--- config.mk ---
export PLATFORM = sky130hd
export DESIGN_NAME = seq_div
export DESIGN_NICKNAME = d
export VERILOG_FILES = /design/src/rtl/seq_div.sv
export SDC_FILE = /design/constraint.sdc
export NUM_CORES = 1
export LEC_CHECK = 0
export CORE_MARGIN = 2
export CORE_UTILIZATION = 30
export DETAILED_ROUTE_END_ITERATION = 16
export SYNTH_ARGS = -nofsm -noshare
export SYNTH_HDL_FRONTEND = slang
export SYNTH_SLANG_ARGS = --single-unit
export TNS_END_PERCENT = 5
--- constraint.sdc ---
create_clock -name clk -period 3.5 [get_ports clk]
set_input_delay 1.05 -clock clk [delete_from_list [all_inputs] [get_ports clk]]
set_output_delay 1.05 -clock clk [all_outputs]
set_load 0.005 [all_outputs]
--- src/rtl/seq_div.sv ---
// ---------------------------------------------------------------------------
// seq_div - multi-cycle restoring shift-subtract divider.
//
// Divides an A_width-bit dividend by a B_width-bit divisor, one quotient bit
// per clock. TC selects unsigned (0) or two's-complement (1) operation. The
// operands are converted to magnitudes on the accepting edge, the magnitudes
// are divided unsigned, and the signs are reapplied in a final fix-up cycle
// (quotient truncates toward zero, remainder takes the dividend's sign).
//
// Timeline: accepting edge 0, iterations on edges 1..A_width, results and
// the one-cycle done pulse on edge A_width+1.
//
// Ports:
//   clk          in   1        system clock, rising edge
//   reset        in   1        asynchronous, active-high reset
//   start        in   1        request, only honoured while idle
//   A            in   A_width  dividend, sampled on the accepting edge
//   B            in   B_width  divisor, sampled on the accepting edge
//   TC           in   1        1 = two's-complement, 0 = unsigned
//   busy         out  1        division in progress
//   done         out  1        one-cycle pulse, results valid
//   QUOTIENT     out  A_width  quotient, held until the next FIX cycle
//   REMAINDER    out  B_width  remainder, held until the next FIX cycle
//   DIV_BY_ZERO  out  1        divisor was zero, held with the results
// ---------------------------------------------------------------------------
module seq_div #(
    parameter int A_width = 16,
    parameter int B_width = 8
) (
    input  logic               clk,
    input  logic               reset,
    input  logic               start,
    input  logic [A_width-1:0] A,
    input  logic [B_width-1:0] B,
    input  logic               TC,
    output logic               busy,
    output logic               done,
    output logic [A_width-1:0] QUOTIENT,
    output logic [B_width-1:0] REMAINDER,
    output logic               DIV_BY_ZERO
);

    localparam int CNT_W = (A_width > 2) ? $clog2(A_width) : 1;

    typedef enum logic [1:0] {
        S_IDLE = 2'd0,
        S_CALC = 2'd1,
        S_FIX  = 2'd2
    } state_t;

    state_t             r_state;
    logic [CNT_W-1:0]   r_cnt;
    logic               r_sign_q;
    logic               r_sign_r;
    logic               r_zero;
    logic [B_width-1:0] r_rem;
    logic [A_width-1:0] r_dvd;
    logic [B_width-1:0] r_mag_b;

    logic               w_accept;
    logic [B_width:0]   w_rem_sh;
    logic               w_ge;
    logic [B_width-1:0] w_rem_sub;

    // Conditional two's-complement negate. The most negative value maps onto
    // itself, which read as unsigned is exactly 2^(width-1): no saturation.
    function automatic logic [A_width-1:0] f_sign_a(input logic [A_width-1:0] v,
                                                    input logic neg);
        return neg ? -v : v;
    endfunction

    function automatic logic [B_width-1:0] f_sign_b(input logic [B_width-1:0] v,
                                                    input logic neg);
        return neg ? -v : v;
    endfunction

    assign w_accept = (r_state == S_IDLE) && start;

    // Shift the next dividend bit into the partial remainder. The partial
    // remainder is always below |B|, so the subtraction result fits in
    // B_width bits and the carry bit of the shifted value is only needed
    // for the comparison.
    assign w_rem_sh  = {r_rem, r_dvd[A_width-1]};
    assign w_ge      = (w_rem_sh >= {1'b0, r_mag_b});
    assign w_rem_sub = w_rem_sh[B_width-1:0] - r_mag_b;

    // Datapath: operand capture on accept, one restoring iteration per CALC
    // cycle. r_dvd shifts the dividend out and the quotient bits in.
    always_ff @(posedge clk) begin
        if (w_accept) begin
            r_sign_q <= TC & (A[A_width-1] ^ B[B_width-1]);
            r_sign_r <= TC & A[A_width-1];
            r_dvd    <= f_sign_a(A, TC & A[A_width-1]);
            r_mag_b  <= f_sign_b(B, TC & B[B_width-1]);
            r_zero   <= (B == '0);
            r_rem    <= '0;
        end else if (r_state == S_CALC) begin
            r_rem <= w_ge ? w_rem_sub : w_rem_sh[B_width-1:0];
            r_dvd <= {r_dvd[A_width-2:0], w_ge};
        end
    end

    // Control FSM and registered outputs.
    always_ff @(posedge clk or posedge reset) begin
        if (reset) begin
            r_state     <= S_IDLE;
            r_cnt       <= '0;
            busy        <= 1'b0;
            done        <= 1'b0;
            QUOTIENT    <= '0;
            REMAINDER   <= '0;
            DIV_BY_ZERO <= 1'b0;
        end else begin
            done <= 1'b0;
            case (r_state)
                S_IDLE: begin
                    if (start) begin
                        busy    <= 1'b1;
                        r_cnt   <= '0;
                        r_state <= S_CALC;
                    end
                end
                S_CALC: begin
                    r_cnt <= r_cnt + CNT_W'(1);
                    if (r_cnt == CNT_W'(A_width - 1)) begin
                        r_state <= S_FIX;
                    end
                end
                S_FIX: begin
                    // A zero divisor overrides the natural restoring result.
                    if (r_zero) begin
                        QUOTIENT  <= '1;
                        REMAINDER <= '0;
                    end else begin
                        QUOTIENT  <= f_sign_a(r_dvd, r_sign_q);
                        REMAINDER <= f_sign_b(r_rem, r_sign_r);
                    end
                    DIV_BY_ZERO <= r_zero;
                    done        <= 1'b1;
                    busy        <= 1'b0;
                    r_state     <= S_IDLE;
                end
                default: begin
                    r_state <= S_IDLE;
                end
            endcase
        end
    end

endmodule
======== After elaboration in Yosys (flattened, before gate mapping) ========
Index checks and enable logic that the tools add are counted.
word-level totals
  input bits .............................. 28
  output and inout port bits .............. 27
  logic and storage cells ................. 55
  register bits after elaboration ......... 68
cells by class
  bitwise operators ....................... 4
  multiplexer cells ....................... 17
  order comparisons ....................... 1
  eq/ne operators ......................... 5
  $add $sub $neg .......................... 6
  reductions and logical operators ........ 9
operators with widths
  operator                                        count
  two-way mux 16 bit                              5
  two-way mux 8 bit                               4
  negation 16 bit                                 2
  negation 8 bit                                  2
  greater-or-equal comparator 9 x 8 -> 1 bit      1
  logical NOT 8 bit                               1
  case mux 4 bit (2 select lines)                 1
  subtractor 8 bit                                1
  AND reduction 2 bit                             3
  nonzero test 2 bit                              3
  adder 4 x 1 -> 4 bit (second input constant)    1
  == test 4 bit (second input constant)           1
  two-way mux 2 bit                               2
  two-way mux 4 bit                               1
  case mux 2 bit (2 select lines)                 1
  bitwise AND 1 bit                               3
  == test 2 x 1 -> 1 bit (second input constant)  1
  == test 2 bit (second input constant)           1
  logical NOT 2 bit                               1
  two-way mux 1 bit                               2
  != test 2 x 1 -> 1 bit (second input constant)  1
  != test 2 bit (second input constant)           1
  case mux 1 bit (2 select lines)                 1
  logical AND 1 bit                               1
  XOR 1 bit                                       1

======== Depth between registers and ports, before layout ========
  word-level depth ........................ 3
  depth in mapped cells ................... 9
  mapped depth without buffers ............ 9

======== Worst setup path before layout ========
No wires, ideal clock.
  kind .................................... input to register
  start ................................... input A[1]
  end ..................................... register r_dvd[13] (data pin)
  path buffers ............................ 0
  arrival ................................. 2.159 ns
  slack ................................... 1.075 ns
  stages on the path ...................... 6
  setup time .............................. 0.265 ns
  data required time ...................... 3.235 ns
  cell sequence ........................... or2_1 -> nor4_2 -> nand3b_1 -> o41ai_1 -> xor2_1 -> o21ai_1
between the ends
  longest elaborated chain between the ends .. 3
ends and longest elaborated chain
  item                    RTL line  source
  start: declaration      33        input logic [A_width-1:0] A,
  negation 16 bit         69        return neg ? -v : v;
  two-way mux 16 bit      69
  two-way mux 16 bit      90        if (w_accept) begin
  end signal: assignment  93        r_dvd <= f_sign_a(A, TC & A[A_width-1]);
  end signal: assignment  99        r_dvd <= {r_dvd[A_width-2:0], w_ge};
  end: declaration        57        logic [A_width-1:0] r_dvd;
Every way passes these cells.
A chain may end at the register's enable or synchronous reset.

======== Final worst setup path ========
  start ................................... input A[1]
  end ..................................... register r_dvd[12] (data pin)
Same word-level chain as after synthesis.

==> summary.txt <==
Outcome
  – Status: complete, no violations

Die
  – DIE WIDTH: roughly 120 µm
  – Die area: approximately 14,000 µm²
  – Io pins: 55
  – Core ar.: roughly 13,000 µm²
  – Num rows: between 40 and 50
  – Die height: between 100 and 150 µm
  – Initial cell density of the core: 0.307

Clock network
  – TritonCTS clock tree: done
  – Cts bufs inserted: 9
  – # hold bufs at CTS: 0
  – Post-cts resize count: 0
  – Root buf cell: clkbuf_16
  – Clk Latency, worst-skew pair: 0.33 ns
  – Reg clk slew, reported paths: around 0.06 ns
  – H-tree levels: 3
  – Post-CTS Setup Inserts: 0
  – Clock Path Buffers: 2
  – CTS Sinks: 68

Finish
  – Layout net count: a little over 500
  – Utilization after layout: 0.386
  – Fill count: ~1,300
  – FF+latch area: about 1800 µm²
  – Antenna diodes: 0
  – Post-Layout Cell Count: roughly 650
  – Final Instance Area: just under 5000 µm²
  – Area grow syn2layout: 25.6%
  – Multi-input logic area: approximately 2000 µm²
  – Layout cells sized above 1: 0.0592

Routing
  – DRC violations left: 0
  – Routed vias/inst: approximately 4.7
  – Antenna viol nets, final: 0
  – Post-Route WL: roughly 9000 µm
  – DR vias: slightly above 3,000
  – Iteration-0 DRC count of the detailed router: between 100 and 150
  – DRT Pass-1 Iters: 4
  – WL per Instance: roughly 14 µm

STA
  – Fin Setup TNS: 0 ns
  – Worst Tran Pin Value: around 1.0 ns
  – Tcrit/Tclk final: 0.787
  – Final setup vio count: 0
  – Unrepaired setup endpoints after global routing: false
  – Fin. max-slew vios: 0
  – Relative slew margins: 0.327
  – Setup WS post-layout: ~0.75 ns
  – Clk_skew: between 0.007 and 0.008 ns
  – F_max: about 0.36 GHz
  – Hold Slack: ~0.48 ns
  – Period minus WS final: 2.75 ns
  – Final Hold Viols: 0

Global routing
  – GRT overflow: 0
  – M1 GR Usage: 0.184
  – Met3 Use GR: 0.0228
  – Tot GR Track Use: 0.132
  – Via count of the first global-routing pass: around 3,000
  – Met2 Use GR: 0.198
  – Largest net degree at the start of global routing: 34
  – Busiest metal layer after global routing: met2
  – Initial antenna violation count: 0
  – Global-route wire length before repair: roughly 15,000 µm

Placement
  – Routability Congestion: 0.820
  – Dpl ws: between 0.4 and 0.5 ns
  – Dpl hpwl: about 6700 µm
  – # port buffers: 54
  – Post-Place Cells: ~630
  – Post-DP Area: about 4600 µm²

Critical path
  – R2r startpoint: r_state[0]
  – Worst Setup EP: r_dvd[12]
  – CP Capture Type: flip-flop
  – Crit path max fanout: 4
  – Worst reg2reg path depth: 3
  – Data arrival time of the worst path: roughly 2.8 ns
  – Crit path from: A[1]
  – Worst path required time: about 3.6 ns
  – WS Path Type: input port to flip-flop
  – Worst r2r dst: REMAINDER[4]
  – Worst setup SP type: input port
  – Flop2flop setup slack: about 1.3 ns

Synthesis
  – Cell variety after synth: between 50 and 60
  – Mapped Cells: 410
  – Largest cells by area after synthesis: dfrtp_1, edfxtp_1, o21ai_0
  – Number of synthesized flops with an enable pin: 27
  – Syn avg cell area: approximately 9.5 µm²
  – Post-synth top area share: 0.213
  – Main flop type after synthesis: dfrtp_1
  – Synth Register Bits: 68
  – Number of synthesis warnings: 0
  – Post-synth ARST share: 0.485
  – Top cell types by occurrence after synthesis: nand2_1, nor2_1, o21ai_0, dfrtp_1, edfxtp_1
  – Largest area contributor in the netlist: dfrtp_1
  – Cell area after synthesis: slightly below 4000 µm²
  – Count leader, synth: nand2_1
  – Sequential element share of the synthesized area: 0.464
  – Syn_nets: 452

Flow run
  – Number of max-cap violations: 0

Power and ir drop
  – Sw Ratio: 0.364
  – Post-route total power: ~3.6 mW
  – Comb power frac: 0.379
  – Sequential fraction of design power: 0.399
  – IR drop worst, VDD: around 0.28 mV
  – Clock Power Share: 0.222
  – PwrDens: around 730 nW/µm²
  – P_leak: roughly 2.0 nW
  – Switching Power: between 1 and 1.5 mW
  – P_int: approximately 2.3 mW

Worst hold path
  – Worst min path class: flip-flop to flip-flop
  – HP Start: QUOTIENT[14]
==> power by group through the flow <==
stage               Combinational, mW  Sequential, mW  Clock, mW
finish                           1.35            1.42      0.791
global route                     1.52            1.47      0.838
CTS                              1.36            1.42      0.808
detailed placement               1.35            1.43          0
global placement                 1.32            1.42          0
floorplan                       0.995            1.34          0
==> state kept, by name, summed over array words and instances (netlist names), 2 cells and up <==
signal,count
r_state,2
r_mag_b,8
REMAINDER,8
r_dvd,16
r_cnt,4
r_rem,8
QUOTIENT,16
==> critical path: stages <==
cell	delay (ns)
clkdlybuf4s50_1	0.43
inv_1	0.08
ha_1	0.19
nand3b_1	0.12
nor4_1	0.49
a21oi_1	0.19
xnor2_1	0.19
o21ai_0	0.09
==> worst min path at each step <==
stage | end | slack, ns | cells after the start
floorplan | r_cnt[3] | 0.45 | 1
CTS | busy | 0.48 | 2
global placement | QUOTIENT[0] | 0.46 | 2
detailed placement | busy | 0.47 | 2
global route | QUOTIENT[10] | 0.51 | 2
finish | QUOTIENT[14] | 0.48 | 2
==> cell families after synthesis <==
group                      after synthesis  synth area share
DFF                                     68             0.464
AOI/OAI and AO/OA                       99             0.161
and+or+nand+nor                        147             0.179
adders and majority gates               14            0.0471
buffers and inverters                   32            0.0329
xor gates and xnor gates                41            0.0926
muxes                                    9            0.0239
==> per-layer routing <==
layer | vias to the layer above | share of wire
met4 | 0 | 0.018
met3 | 12 | 0.042
met1 | 1427 | 0.50
li1 | 1551 | -
met5 | - | 0
met2 | 61 | 0.43
==> area by class of cell <==
cell class	instances	area share
well taps	172	0.0442
clock buffers	13	0.0493
clock inverters	3	0.00308
flip-flops and latches	68	0.369
inverters	21	0.0162
repair buffers	58	0.117
multi-input cells	310	0.401
==> placed cells by master (no fill, tap or decap), types with 4 or more instances in the layout <==
cell,instances
dfrtp_1,33
clkbuf_1,4
nor2b_1,6
buf_4,4
clkbuf_16,9
dfxtp_1,8
nor4_1,4
nor2_1,42
nand3_1,5
ha_1,13
clkdlybuf4s50_1,54
xor2_1,18
nor3_1,8
xnor2_1,23
o21ai_0,42
inv_1,20
a21oi_1,21
nand2_1,55
nand2b_1,7
edfxtp_1,27
a22o_1,8
mux2i_1,7
o31ai_1,7
Power figures use the tool's default switching activity.
